## src/rtl/updown_counter.sv

```systemverilog
// updown_counter: loadable up/down counter, wrap or saturate at 0/MAX, Carry/Borrow event pulses; Q/Carry/Borrow valid one cycle after the sampling edge, no backpressure.
// Defining COUNTER_PRESCALER_EN adds a prescaler so only every PRESCALE-th enabled cycle is a step.
module updown_counter #(
  parameter int               WIDTH       = 8,
  parameter logic [WIDTH-1:0] MAX         = {WIDTH{1'b1}},
  parameter logic [WIDTH-1:0] RESET_VALUE = '0,
  parameter int               PRESCALE    = 4
) (
  input  logic             clock,
  input  logic             reset,
  input  logic [WIDTH-1:0] Data,
  input  logic             Set_Enable,
  input  logic             Count_Enable,
  input  logic             Up,
  input  logic             Saturate,
  output logic [WIDTH-1:0] Q,
  output logic             Carry,
  output logic             Borrow,
  output logic             Zero
);

  logic [WIDTH-1:0] r_q;
  logic             r_carry;
  logic             r_borrow;

  logic [WIDTH-1:0] w_load_val;
  logic [WIDTH-1:0] w_q_nxt;
  logic             w_carry_nxt;
  logic             w_borrow_nxt;
  logic             w_step;

`ifdef COUNTER_PRESCALER_EN
  localparam int             PW       = (PRESCALE > 1) ? $clog2(PRESCALE) : 1;
  localparam logic [PW-1:0]  PRE_LAST = PW'(PRESCALE - 1);

  logic [PW-1:0] r_pre;

  // Only the last enabled cycle of each prescale window is a step.
  assign w_step = Count_Enable && !Set_Enable && (r_pre == PRE_LAST);

  always_ff @(posedge clock) begin
    if (reset || Set_Enable) begin
      r_pre <= '0;
    end else if (Count_Enable) begin
      r_pre <= (r_pre == PRE_LAST) ? '0 : r_pre + PW'(1);
    end
  end
`else
  assign w_step = Count_Enable && !Set_Enable;
`endif

  assign w_load_val = (Data > MAX) ? MAX : Data;

  always_comb begin
    w_q_nxt      = r_q;
    w_carry_nxt  = 1'b0;
    w_borrow_nxt = 1'b0;
    if (Set_Enable) begin
      w_q_nxt = w_load_val;
    end else if (w_step) begin
      if (Up) begin
        if (r_q == MAX) begin
          w_carry_nxt = 1'b1;
          w_q_nxt     = Saturate ? MAX : '0;
        end else begin
          w_q_nxt = r_q + WIDTH'(1);
        end
      end else begin
        if (r_q == '0) begin
          w_borrow_nxt = 1'b1;
          w_q_nxt      = Saturate ? '0 : MAX;
        end else begin
          w_q_nxt = r_q - WIDTH'(1);
        end
      end
    end
  end

  always_ff @(posedge clock) begin
    if (reset) begin
      r_q      <= RESET_VALUE;
      r_carry  <= 1'b0;
      r_borrow <= 1'b0;
    end else begin
      r_q      <= w_q_nxt;
      r_carry  <= w_carry_nxt;
      r_borrow <= w_borrow_nxt;
    end
  end

  assign Q      = r_q;
  assign Carry  = r_carry;
  assign Borrow = r_borrow;
  assign Zero   = (r_q == '0);

endmodule
```

## config.mk

```make
export PLATFORM = sky130hd
export DESIGN_NAME = updown_counter
export DESIGN_NICKNAME = d
export VERILOG_FILES = /design/src/rtl/updown_counter.sv
export SDC_FILE = /design/constraint.sdc
export NUM_CORES = 1
export LEC_CHECK = 0
export BUFFER_PORTS_ARGS = -buffer_cell sky130_fd_sc_hd__buf_2
export CAP_MARGIN = 20
export CORE_UTILIZATION = 50
export CTS_CLUSTER_DIAMETER = 100
export DETAILED_ROUTE_END_ITERATION = 10
export PLACE_DENSITY = 0.84
export SLEW_MARGIN = 20
export SYNTH_ARGS = -nofsm -noshare
export SYNTH_HDL_FRONTEND = slang
export SYNTH_SLANG_ARGS = --single-unit
```

## constraint.sdc

```tcl
create_clock -name clock -period 4.55 [get_ports clock]
set_clock_uncertainty 0.15 [all_clocks]
set_input_delay 0.6825 -clock clock [delete_from_list [all_inputs] [get_ports clock]]
set_output_delay 0.6825 -clock clock [all_outputs]
set_load 0.1 [all_outputs]
```

# Word-level counts from Yosys, hierarchy flattened
# Index checks and enable logic that the tools add are counted.
# word_totals
ff_bits,10
in_bits,14
output_inout_bits,11
# op_classes
add_sub_neg,2
order_cmp,1
eq_ne,1
muxes,10
n_bitwise,2
reduce_logical,6
# op_table
cell,count
$mux 8,8
$add 8x1->8 const B,1
$eq 8x8->1 const B,1
$gt 8x8->1 const B,1
$logic_not 8->1,1
$reduce_or 4->1,2
$sub 8x1->8 const B,1
$mux 1,2
$not 1->1,2
$reduce_bool 2->1,1
$logic_and 1x1->1,1
$logic_not 1->1,1

# Logic depth before layout (Yosys ltp)
# depth
ltp_word,5
mapped_depth,9
ltp_nobuf,8

# Least setup slack after synthesis
# OpenSTA, ideal clock, no wires.
# synth_timing
kind,reg-to-output
startpoint,register r_q[0] (netlist: Q[0])
endpoint,output port Zero
arrival_ps,2134
required_time_ps,3717
slack_ps,1584
path_stages_with_launch,7
cell_sequence,dfxtp_1 -> inv_1 -> ha_1 -> nor2b_1 -> or3b_1 -> buf_6 -> clkinv_8
# synth_via
elab_chain_len,1
# synth_rtl
element,line,text
"start, declared",22,logic [WIDTH-1:0] r_q;
"start signal, assigned",85,r_q <= w_q_nxt;
$logic_not 8->1,94,assign Zero = (r_q == '0);
"end, declared",19,output logic Zero
# No other way between the ends.

# Final worst setup path
# layout_timing
startpoint,register r_q[3] (netlist: Q[3])
endpoint,output port Zero
# Same word-level chain as after synthesis.

==> summary.txt <==
Place
  – Cell Area, Placed: 999.7 sq um
  – Post-DP HPWL: 1.618 mm
  – Gpl congestion: 0.9041
  – Buffers on Ports: 24

Detailed routing
  – Via Count: 976
  – Wirelength per Cell: 13.97 um
  – Routed Antenna Nets: 0
  – Final wirelength: 2.277 mm
  – Starting DRT DRC Count: 29
  – DRC Markers: 0
  – Router iterations before antenna repair: 4
  – Vias per Instance: 5.988

Floorplanning
  – Io pins: 25
  – Core Box Area: 0.001708 sq mm
  – Rows: 15
  – Starting Density: 52.97%
  – Horiz. Die Dim: 44.54 um
  – Die Height: 44.54 um
  – Die area: 0.001983 sq mm

Final layout
  – # diodes: 0
  – Fin nets: 156
  – Area delta synth->final: 14.52%
  – Share of layout cells above drive strength 1: 24.64%
  – Fin util: 60.66%
  – Design area: 0.001036 sq mm

Yosys
  – Gate Count Post-Synth: 119
  – Mapped Nets: 136
  – Share of the synthesized area in the top cell type: 22.13%
  – Top_reg_cell synth: dfxtp_1
  – Mean post-synth cell area: 7.602 sq um
  – Ys async rst share: 0%
  – Sequential-to-total area share from yosys stat: 22.13%
  – Synth area leaders: dfxtp_1 (22%), a21oi_1 (9.4%), nor3b_1 (7.5%)
  – Synthesized area: 904.6 sq um
  – Synth cell types: 37
  – Yosys top cell by area: dfxtp_1
  – Synth Warn #: 0
  – Synthesis-stage register bit count: 10
  – Number of flops mapped to enable cells by yosys: 0

Pwr
  – Cell Int Power: 0.1859 mW
  – Switching part of the total: 44.69%
  – Leak pwr: 0.4239 nW
  – P_sw: 0.1502 mW
  – Register share of total power: 31.7%
  – Power share of the clock group: 25.6%
  – Comb pwr share: 42.7%
  – PD cells: 324.4 mW/mm^2
  – Peak supply drop: 0.1648 mV
  – Total power: 0.3361 mW

Timing
  – Crit path time final: 3.206 ns
  – Setup TNS: 0 ns
  – Worst-Margin Slew: 0.6862 ns
  – Unrepaired setup endpoints after global routing: false
  – Peak Freq: 311.9 MHz
  – Final Max Tran Viols: 0
  – Slew HR: 54.15%
  – Final setup viols: 0
  – Final Hold Vio Count: 0
  – Crit share post-route: 70.47%

Clock network
  – Hold_buf cts: 0
  – Post-CTS setup buffer count: 0
  – # H-tree levels: 1
  – CTS Sinks: 10
  – CTS root buf: clkbuf_4
  – CTS buffer count: 3
  – Clock transition at path regs: 0.08 ns
  – CTS Buffer Depth: 2
  – Worst skew pair latency: 0.28 ns
  – Resize count post-CTS: 0
  – CTS tree: done

Worst hold path
  – Hold Crit Start: Data[2]
  – Hold Crit Depth: 3
  – WHS Endpoint: Q[2]$_SDFFE_PP0P_
  – Hold Crit Class: in2reg

Worst setup path
  – Slowest CP cell: or4_4
  – Crit path cell chain: or4_4 > or3b_1 > clkinv_8 > buf_2
  – WP data arrival: 2.37 ns
  – CP Class: reg2out
  – Maximum fanout along the worst path: 10
  – Critical Path End Type: output port
  – Worst r2r src: Q[0]$_SDFFE_PP0P_
  – Startpoint types: register
  – Top delay family on crit path: simple AND/OR/NAND/NOR gates
  – Worst path bufs/invs: 2
  – R2r setup slk: 2.27 ns
  – R2R cell count: 6
  – CP required: 3.72 ns
  – Critical R2R Capture: Q[0]$_SDFFE_PP0P_
  – Critical Path Max Stage Delay: 0.60 ns

GRT
  – Vias in the first global route: 844
  – Largest net degree at the start of global routing: 20
  – Met2 Use GR: 43.24%
  – GRT Max-Usage Layer: met2
  – Overflow after GRT: 0
  – GR Layer Usage met3: 5.714%
  – First-pass GRT wire length: 3.739 mm
  – GR Util All Layers: 25.57%
  – Met1 Use GR: 30.88%
  – Initial antenna violation count: 0

Job
  – Max-cap violation count: 0

Status
  – Outcome: finished, final reports clean
[logic make-up (layout without fill, tap and decap cells)]
| family | count (synthesis) | in the layout | share of synthesized area, % |
|---|---|---|---|
| multiplexers | 3 | 3 | 3.320 |
| buffers and inverters | 14 | 33 | 9.680 |
| XOR/XNOR | 8 | 8 | 7.746 |
| AO/OA/AOI/OAI | 38 | 38 | 25.17 |
| AND/OR/NAND/NOR | 43 | 43 | 27.80 |
| adder cells (fa/ha/maj) | 3 | 3 | 4.150 |
| flip-flops | 10 | 10 | 22.13 |
[flip-flops by register name (all words and copies together) (netlist names)]
register	flops
Borrow	1
Carry	1
Q	8
[worst max path at each step]
stage,start,end,slack [ns],cells after the start
CTS,Q[3]$_SDFFE_PP0P_,Zero,1.34,4
floorplan,Q[0]$_SDFFE_PP0P_,Zero,1.58,6
detailed placement,Q[3]$_SDFFE_PP0P_,Zero,1.66,4
global placement,Q[3]$_SDFFE_PP0P_,Zero,1.68,4
global route,Q[0]$_SDFFE_PP0P_,Zero,1.27,6
finish,Q[3]$_SDFFE_PP0P_,Zero,1.34,4
[final cells by class]
| type | instances | area [sq um] |
|---|---|---|
| multi-input combinational | 95 | 616.8 |
| tap | 25 | 31.28 |
| sequential | 10 | 200.2 |
| inverter | 5 | 31.28 |
| timing repair buffer | 24 | 120.1 |
| fill | 161 | 671.9 |
| clock buffer | 4 | 36.28 |
[cells in the mapped netlist (2+ instances only)]
| library cell | n |
|---|---|
| dfxtp_1 | 10 |
| nor3b_1 | 9 |
| buf_6 | 2 |
| nor3_1 | 5 |
| and2_1 | 2 |
| clkbuf_1 | 4 |
| nand2_1 | 8 |
| ha_1 | 3 |
| buf_4 | 2 |
| nand2b_1 | 2 |
| a21oi_1 | 17 |
| o22ai_1 | 5 |
| nand4_1 | 2 |
| nor2_1 | 6 |
| o21bai_1 | 2 |
| nand3_1 | 2 |
| xnor2_1 | 7 |
| inv_1 | 4 |
| o21ai_0 | 7 |
| mux2i_1 | 3 |
[metal layers]
layer / vias to the layer above / routed length (um)
li1: 470 / -
met2: 50 / 1052
met4: 0 / 62
met5: - / 0
met1: 447 / 989
met3: 9 / 173
[tightest hold or removal path: stages]
cell and delay, ns:
buf_2 0.08, a21oi_1 0.05, o22ai_1 0.11
[layout by cell type, fill, tap and decap left out, types with 3 or more instances in the layout]
master	instances
nand2_1	8
nor3_1	5
o21ai_0	7
xnor2_1	7
a21oi_1	17
buf_2	24
inv_1	4
nor2_1	6
mux2i_1	3
dfxtp_1	10
o22ai_1	5
clkbuf_4	3
ha_1	3
nor3b_1	9
[power by group through the flow]
stage               sequential, mW  combinational [mW]  clock [mW]
floorplan                    0.146              0.0845           0
detailed placement           0.108               0.142           0
global route                 0.108               0.152      0.0915
CTS                          0.106               0.143      0.0872
finish                       0.106               0.144      0.0860
global placement             0.107               0.141           0
[through the flow]
step | worst slack (ns) | hold WS (ns) | std cells
2_1_floorplan | 1.584 | 0.7179 | 119
3_3_place_gp | 1.680 | 0.5284 | 159
3_5_place_dp | 1.661 | 0.5418 | 159
4_1_cts | 1.338 | 0.5330 | 163
5_1_grt | 1.265 | 0.5454 | 163
6_report | 1.344 | 0.5342 | 163
No activity file was read; power rests on OpenSTA's default activity.
